### src/rtl/corefft_pkg.sv
// Shared constants, FSM state type and twiddle ROM builder for the 32-point in-place FFT.
package corefft_pkg;

    localparam int POINTS  = 32;
    localparam int LOGPTS  = 5;
    localparam int HALFPTS = 16;
    localparam int STEPS   = LOGPTS * HALFPTS;   // butterflies per frame
    localparam int TW_BITS = 18;                 // twiddle parts stored at the widest legal WIDTH

    typedef enum logic [1:0] {
        ST_LOAD,
        ST_COMPUTE,
        ST_UNLOAD
    } fftState_e;

    // Entry k holds {re, im} of exp(-j*2*pi*k/32), each part sign-extended to TW_BITS.
    typedef logic [HALFPTS-1:0][2*TW_BITS-1:0] twRom_t;

    // Reverse the five address bits; input samples land in bit-reversed order.
    function automatic logic [LOGPTS-1:0] bitrev5(input logic [LOGPTS-1:0] v);
        return {v[0], v[1], v[2], v[3], v[4]};
    endfunction

    // cos(n*pi/16) scaled by 2^24 for n = 0..8; the rest of the circle follows by symmetry.
    function automatic int cosQ24(input int n);
        case (n)
            0:       return 16777216;
            1:       return 16454846;
            2:       return 15500126;
            3:       return 13949745;
            4:       return 11863283;
            5:       return 9320922;
            6:       return 6420363;
            7:       return 3273072;
            default: return 0;
        endcase
    endfunction

    // Round a non-negative 2^24-scaled magnitude to Q1.(width-1), saturating at 2^(width-1)-1.
    function automatic int quantizeQ(input int magQ24, input int width);
        int q;
        q = (magQ24 + (1 << (24 - width))) >>> (25 - width);
        if (q > (1 << (width - 1)) - 1) begin
            q = (1 << (width - 1)) - 1;
        end
        return q;
    endfunction

    // Build the 16-entry twiddle table for a given data width.
    function automatic twRom_t buildTwiddleRom(input int width);
        twRom_t rom;
        int     reV;
        int     imV;
        rom = '0;
        for (int k = 0; k < HALFPTS; k++) begin
            if (k <= 8) begin
                reV =  quantizeQ(cosQ24(k), width);
                imV = -quantizeQ(cosQ24(8 - k), width);
            end else begin
                reV = -quantizeQ(cosQ24(16 - k), width);
                imV = -quantizeQ(cosQ24(k - 8), width);
            end
            rom[k] = {TW_BITS'(reV), TW_BITS'(imV)};
        end
        return rom;
    endfunction

endpackage

### src/rtl/fft_butterfly.sv
// Combinational radix-2 DIT butterfly: t = B*W (rounded), X = (A+t)/2, Y = (A-t)/2 (floor).
module fft_butterfly #(
    parameter int WIDTH = 10
) (
    input  logic signed [WIDTH-1:0] aRe,
    input  logic signed [WIDTH-1:0] aIm,
    input  logic signed [WIDTH-1:0] bRe,
    input  logic signed [WIDTH-1:0] bIm,
    input  logic signed [WIDTH-1:0] wRe,
    input  logic signed [WIDTH-1:0] wIm,
    output logic signed [WIDTH-1:0] xRe,
    output logic signed [WIDTH-1:0] xIm,
    output logic signed [WIDTH-1:0] yRe,
    output logic signed [WIDTH-1:0] yIm
);

    localparam int PW = 2 * WIDTH + 1;
    localparam logic signed [PW-1:0] RND = PW'(2 ** (WIDTH - 2));

    logic signed [PW-1:0]  bReX, bImX, wReX, wImX;
    logic signed [PW-1:0]  prodRe, prodIm;
    logic signed [WIDTH:0] tRe, tIm;
    logic signed [WIDTH:0] sumRe, sumIm, difRe, difIm;

    // Complex multiply with round-half-up, then scaled add/subtract in WIDTH+1 bits.
    always_comb begin
        bReX   = PW'(bRe);
        bImX   = PW'(bIm);
        wReX   = PW'(wRe);
        wImX   = PW'(wIm);
        prodRe = bReX * wReX - bImX * wImX + RND;
        prodIm = bReX * wImX + bImX * wReX + RND;
        tRe    = (WIDTH+1)'(prodRe >>> (WIDTH - 1));
        tIm    = (WIDTH+1)'(prodIm >>> (WIDTH - 1));
        sumRe  = (WIDTH+1)'(aRe) + tRe;
        sumIm  = (WIDTH+1)'(aIm) + tIm;
        difRe  = (WIDTH+1)'(aRe) - tRe;
        difIm  = (WIDTH+1)'(aIm) - tIm;
        xRe    = WIDTH'(sumRe >>> 1);
        xIm    = WIDTH'(sumIm >>> 1);
        yRe    = WIDTH'(difRe >>> 1);
        yIm    = WIDTH'(difIm >>> 1);
    end

endmodule

### src/rtl/corefft_inplace.sv
// 32-point in-place radix-2 DIT FFT: bit-reversed load, 80 single-butterfly steps, natural-order unload.
module corefft_inplace
    import corefft_pkg::*;
#(
    parameter int WIDTH = 10
) (
    input  logic                    CLK,
    input  logic                    RST,
    input  logic signed [WIDTH-1:0] DATAI_RE,
    input  logic signed [WIDTH-1:0] DATAI_IM,
    input  logic                    DATAI_VALID,
    output logic                    BUF_READY,
    output logic                    OUTP_READY,
    input  logic                    READ_OUTP,
    output logic signed [WIDTH-1:0] DATAO_RE,
    output logic signed [WIDTH-1:0] DATAO_IM,
    output logic                    DATAO_VALID,
    output logic                    PONG
);

    localparam twRom_t TW_ROM = buildTwiddleRom(WIDTH);

    fftState_e state, nextState;

    logic [LOGPTS-1:0] sampleCnt;
    logic [6:0]        stepCnt;
    logic [LOGPTS-1:0] readCnt;

    logic signed [WIDTH-1:0] bufRe [POINTS];
    logic signed [WIDTH-1:0] bufIm [POINTS];

    logic [2:0]        stage;
    logic [3:0]        bfly;
    logic [LOGPTS-1:0] span, low, idxA, idxB;
    logic [3:0]        twIdx;
    logic [2*TW_BITS-1:0]    twEntry;
    logic signed [WIDTH-1:0] wRe, wIm;
    logic signed [WIDTH-1:0] xRe, xIm, yRe, yIm;

    // State register.
    always_ff @(posedge CLK) begin
        // NOTE: state-holding blocks use non-blocking assignments so every register samples pre-edge values.
        if (RST) begin
            state <= ST_LOAD;
        end else begin
            state <= nextState;
        end
    end

    // Next-state decode and handshake flags.
    always_comb begin
        // NOTE: every output of this block gets a default first so no path can infer a latch.
        nextState  = state;
        BUF_READY  = 1'b0;
        OUTP_READY = 1'b0;
        case (state)
            ST_LOAD: begin
                BUF_READY = 1'b1;
                if (DATAI_VALID && sampleCnt == LOGPTS'(POINTS - 1)) begin
                    nextState = ST_COMPUTE;
                end
            end
            ST_COMPUTE: begin
                if (stepCnt == 7'(STEPS - 1)) begin
                    nextState = ST_UNLOAD;
                end
            end
            ST_UNLOAD: begin
                OUTP_READY = 1'b1;
                if (READ_OUTP && readCnt == LOGPTS'(POINTS - 1)) begin
                    nextState = ST_LOAD;
                end
            end
            default: nextState = ST_LOAD;
        endcase
    end

    // Butterfly addressing: stage s pairs i and i+2^s, twiddle index (b mod 2^s) << (4-s).
    always_comb begin
        stage   = stepCnt[6:4];
        bfly    = stepCnt[3:0];
        span    = LOGPTS'(1) << stage;
        low     = {1'b0, bfly} & (span - LOGPTS'(1));
        idxA    = (({1'b0, bfly} - low) << 1) + low;
        idxB    = idxA + span;
        twIdx   = 4'(low << (3'd4 - stage));
        twEntry = TW_ROM[twIdx];
        wRe     = WIDTH'(twEntry[2*TW_BITS-1:TW_BITS]);
        wIm     = WIDTH'(twEntry[TW_BITS-1:0]);
    end

    fft_butterfly #(
        .WIDTH(WIDTH)
    ) u_butterfly (
        .aRe(bufRe[idxA]),
        .aIm(bufIm[idxA]),
        .bRe(bufRe[idxB]),
        .bIm(bufIm[idxB]),
        .wRe(wRe),
        .wIm(wIm),
        .xRe(xRe),
        .xIm(xIm),
        .yRe(yRe),
        .yIm(yIm)
    );

    // Frame buffer: bit-reversed sample writes during load, butterfly write-back during compute.
    always_ff @(posedge CLK) begin
        // NOTE: the buffer has no reset; every location is rewritten by the next load before it is read.
        case (state)
            ST_LOAD: begin
                if (DATAI_VALID) begin
                    bufRe[bitrev5(sampleCnt)] <= DATAI_RE;
                    bufIm[bitrev5(sampleCnt)] <= DATAI_IM;
                end
            end
            ST_COMPUTE: begin
                bufRe[idxA] <= xRe;
                bufIm[idxA] <= xIm;
                bufRe[idxB] <= yRe;
                bufIm[idxB] <= yIm;
            end
            default: ;
        endcase
    end

    // Counters, frame parity and the registered output port.
    always_ff @(posedge CLK) begin
        if (RST) begin
            sampleCnt   <= '0;
            stepCnt     <= '0;
            readCnt     <= '0;
            PONG        <= 1'b0;
            DATAO_RE    <= '0;
            DATAO_IM    <= '0;
            DATAO_VALID <= 1'b0;
        end else begin
            DATAO_VALID <= 1'b0;
            case (state)
                ST_LOAD: begin
                    if (DATAI_VALID) begin
                        sampleCnt <= sampleCnt + LOGPTS'(1);
                        if (sampleCnt == LOGPTS'(POINTS - 1)) begin
                            PONG <= ~PONG;
                        end
                    end
                end
                ST_COMPUTE: begin
                    stepCnt <= (stepCnt == 7'(STEPS - 1)) ? 7'd0 : stepCnt + 7'd1;
                end
                ST_UNLOAD: begin
                    if (READ_OUTP) begin
                        DATAO_RE    <= bufRe[readCnt];
                        DATAO_IM    <= bufIm[readCnt];
                        DATAO_VALID <= 1'b1;
                        readCnt     <= readCnt + LOGPTS'(1);
                    end
                end
                default: ;
            endcase
        end
    end

endmodule

### config.mk
export PLATFORM = sky130hd
export DESIGN_NAME = corefft_inplace
export DESIGN_NICKNAME = d
export VERILOG_FILES = /design/src/rtl/corefft_pkg.sv /design/src/rtl/fft_butterfly.sv /design/src/rtl/corefft_inplace.sv
export SDC_FILE = /design/constraint.sdc
export NUM_CORES = 2
export LEC_CHECK = 0
export CAP_MARGIN = 20
export CORE_MARGIN = 5
export CORE_UTILIZATION = 65
export CTS_BUF_LIST = sky130_fd_sc_hd__clkbuf_4
export DETAILED_ROUTE_END_ITERATION = 12
export GPL_TIMING_DRIVEN = 0
export PLACE_DENSITY = 0.9
export SLEW_MARGIN = 20
export SYNTH_ARGS = -nofsm -noshare
export SYNTH_HDL_FRONTEND = slang
export SYNTH_HIERARCHICAL = 1
export SYNTH_SLANG_ARGS = --single-unit
### constraint.sdc
create_clock -name CLK -period 21.2 [get_ports CLK]
set_clock_uncertainty 0.15 [all_clocks]
set_input_delay 4.24 -clock CLK [delete_from_list [all_inputs] [get_ports CLK]]
set_output_delay 4.24 -clock CLK [all_outputs]
set_load 0.01 [all_outputs]
==> flow_summary.yaml <==
outcome:
  status: "finished, final reports clean"
clocking:
  ctsHoldBuffers: 0
  post_cts_buffers: 0
  htreeDepth: 4
  cts-buffers-inserted: 169
  clk_pin_slew_ns: 0.07
  cts.sinks: 681
  cts_root_buf: "clkbuf_4"
  cts_tree: "done"
  clk_latency_ns: 1.21
  clockBufferDepth: 3
  post_cts_resized: 0
synthesis:
  ys_ff_latch: 681
  yosysUniqueCellTypes: 79
  async_flop_share: 0
  synth-seq-area-share: 0.317
  synth_warnings: 6
  synth_edf_count: 640
  synth_mux_area_frac: 0.305
  synth-simple-area-share: 0.0675
  synth_top_family_by_area: "multiplexers"
  syn_area_per_cell_um2: 12.6
  ys.flop_type: "edfxtp_1"
  syn_inst: 5014
  synthXorXnorAreaFrac: 0.0169
  syn_area_um2: 63300
  synth_compound_area_frac: 0.0527
  synthAdderAreaFrac: 0.181
floorplanning:
  dieArea_um2: 104000
  start_util: 0.654
  die_x_um: 322
  ios: 48
  die_h_um: 322
  design.core.area_um2: 96700
  rows: 114
critical_path:
  worstSetupPathType: "reg2reg"
  r2r_start: "stepCnt[4]"
  crit_path_start_kind: "flip-flop"
  crit_path_end_kind: "flip-flop"
  path_max_fanout: 10
  path_common_cell: "clkbuf_1"
  worstPathRequired_ns: 22.07
  max_stage_delay_ns: 1.04
  cp-startpoint: "stepCnt[4]"
  slowest_stage: "clkbuf_1"
  arrival_ns: 19.62
sta:
  setup_viol: 0
  slew_violations: 0
  finalCriticalPeriod_ns: 18.75
  rsz0062_at_grt: "no"
  whs_ns: 0.300
  tns_ns: 0
  tightestPinTransition_ns: 1.46
  slew_headroom: 0.0234
  finalHoldViolCount: 0
  worst_slack_ns: 2.45
  finalCritPeriodShare: 0.884
  fmax_ghz: 0.0533
routing:
  drtIter0Drc: 8289
  via_per_inst: 7.41
  wl_per_cell_um: 34.5
  first_pass_iters: 8
  via_count: 49700
  routed_wl_um: 231000
  drcViolationCount: 0
  antenna_left: 0
final_layout:
  layout.cells.non_filler: 6700
  fin_nets: 5956
  drive_gt1_frac: 0.285
  layout_common_cells: "640 x edfxtp_1, 607 x mux2_2, 514 x inv_1"
  syn_to_final_growth_pct: 8.86
  mostFrequentLayoutCell: "edfxtp_1"
global_route:
  grt_pass1_wl_um: 329000
  grt_overflow: 0
  grt_usage: 0.442
  antenna_found_initial: 10
  grt_start_max_net_pins: 21
  grt_pass1_vias: 50500
placed_design:
  dp_slack_ns: 3.73
  hpwl_um: 176000
  place_inst: 6381
  io_buffers: 47
  place_congestion: 1.09
hold_path:
  hp-start: "DATAO_IM[7]"
  min_path_type: "reg2reg"
run:
  maxCapViolations: 0
## Yosys cell counts (all sizes together), types with 5 or more instances
cell type | instances | area, um^2
a31oi | 8 | 50.1
o21bai | 19 | 143
nor3 | 59 | 295
buf | 121 | 547
and2 | 218 | 1360
xor2 | 32 | 299
mux4 | 469 | 10600
mux2 | 643 | 7240
inv | 515 | 1930
nand3 | 26 | 130
ha | 213 | 2670
o41ai | 5 | 62.6
a22oi | 5 | 37.5
fa | 439 | 8790
o2bb2ai | 21 | 184
nand4b | 6 | 52.6
and3 | 8 | 50.1
or3 | 12 | 75.1
o21ai | 61 | 309
a21o | 16 | 120
o21a | 13 | 97.6
dfxtp | 41 | 821
nand4 | 11 | 75.1
a22o | 22 | 193
xnor2 | 88 | 771
a221o | 17 | 170
a221oi | 61 | 534
o22ai | 27 | 169
nor2b | 65 | 407
o221ai | 36 | 315
nand2 | 310 | 1160
nand2b | 25 | 156
edfxtp | 640 | 19200
nor2 | 84 | 315
mux2i | 150 | 1500
a21oi | 97 | 485
o211ai | 6 | 45.0
or2 | 5 | 31.3
a211oi | 21 | 158
clkbuf | 351 | 1320
## per-stage QoR
step	area (um^2)	utilization
finish	68900	0.712
global route	68900	0.712
CTS	68800	0.711
detailed placement	66700	0.689
global placement	65300	0.676
floorplan	63300	-
## flip-flops by register name (all words and copies together), names as in the netlist
| signal | count |
|---|---|
| readCnt | 5 |
| DATAO_IM | 10 |
| stepCnt | 7 |
| bufRe | 320 |
| sampleCnt | 5 |
| DATAO_RE | 10 |
| DATAO_VALID | 1 |
| state | 2 |
| PONG | 1 |
| bufIm | 320 |
## layout make-up
type / instances / area (um^2)
Clock buffer: 246 / 1850
Multi-Input combinational cell: 3347 / 39900
Inverter: 515 / 1930
Clock inverter: 57 / 278
Buffer: 472 / 1910
Timing Repair Buffer: 94 / 1390
Sequential cell: 681 / 20000
Tap cell: 1276 / 1600
Antenna cell: 12 / 30.0
Fill cell: 6451 / 27800
## worst paths after layout
path / endpoint / slack [ns] / cells after the start
worst max register to register: bufRe[28][9] / 2.45 / 49
worst min-delay path: DATAO_IM[7] / 0.30 / 2
worst max-delay path: bufRe[28][9] / 2.45 / 49
worst min register to register: DATAO_IM[7] / 0.30 / 2
## kinds of logic (layout without fill, tap and decap cells)
kind of cell,count (synthesis),in the layout
adder cells (fa/ha/maj),652,652
XOR/XNOR,120,120
multiplexers,1262,1262
buffers and inverters,987,1384
AO/OA/AOI/OAI,462,462
flip-flops,681,681
AND/OR/NAND/NOR,848,848
other,2,15
## worst max-delay path: cells and delay by family (launching register included)
| kind | cells | cell delay, ns |
|---|---|---|
| muxes | 2 | 0.68 |
| xor gates and xnor gates | 3 | 0.85 |
| AOI/OAI and AO/OA | 8 | 1.96 |
| DFF | 1 | 0.53 |
| and+or+nand+nor | 7 | 1.50 |
| adders and majority gates | 14 | 5.60 |
| buffers and inverters | 15 | 7.28 |
## per-layer routing
metal,share of wire,track usage,wire [um]
met5,0.0012,0.00833,266
met4,0.10,0.321,23600
met3,0.17,0.210,39000
met2,0.43,0.653,98900
met1,0.30,0.505,69500
Power is not shown: default switching activity piles up to over one toggle a cycle in this logic, so the estimate is an artifact.
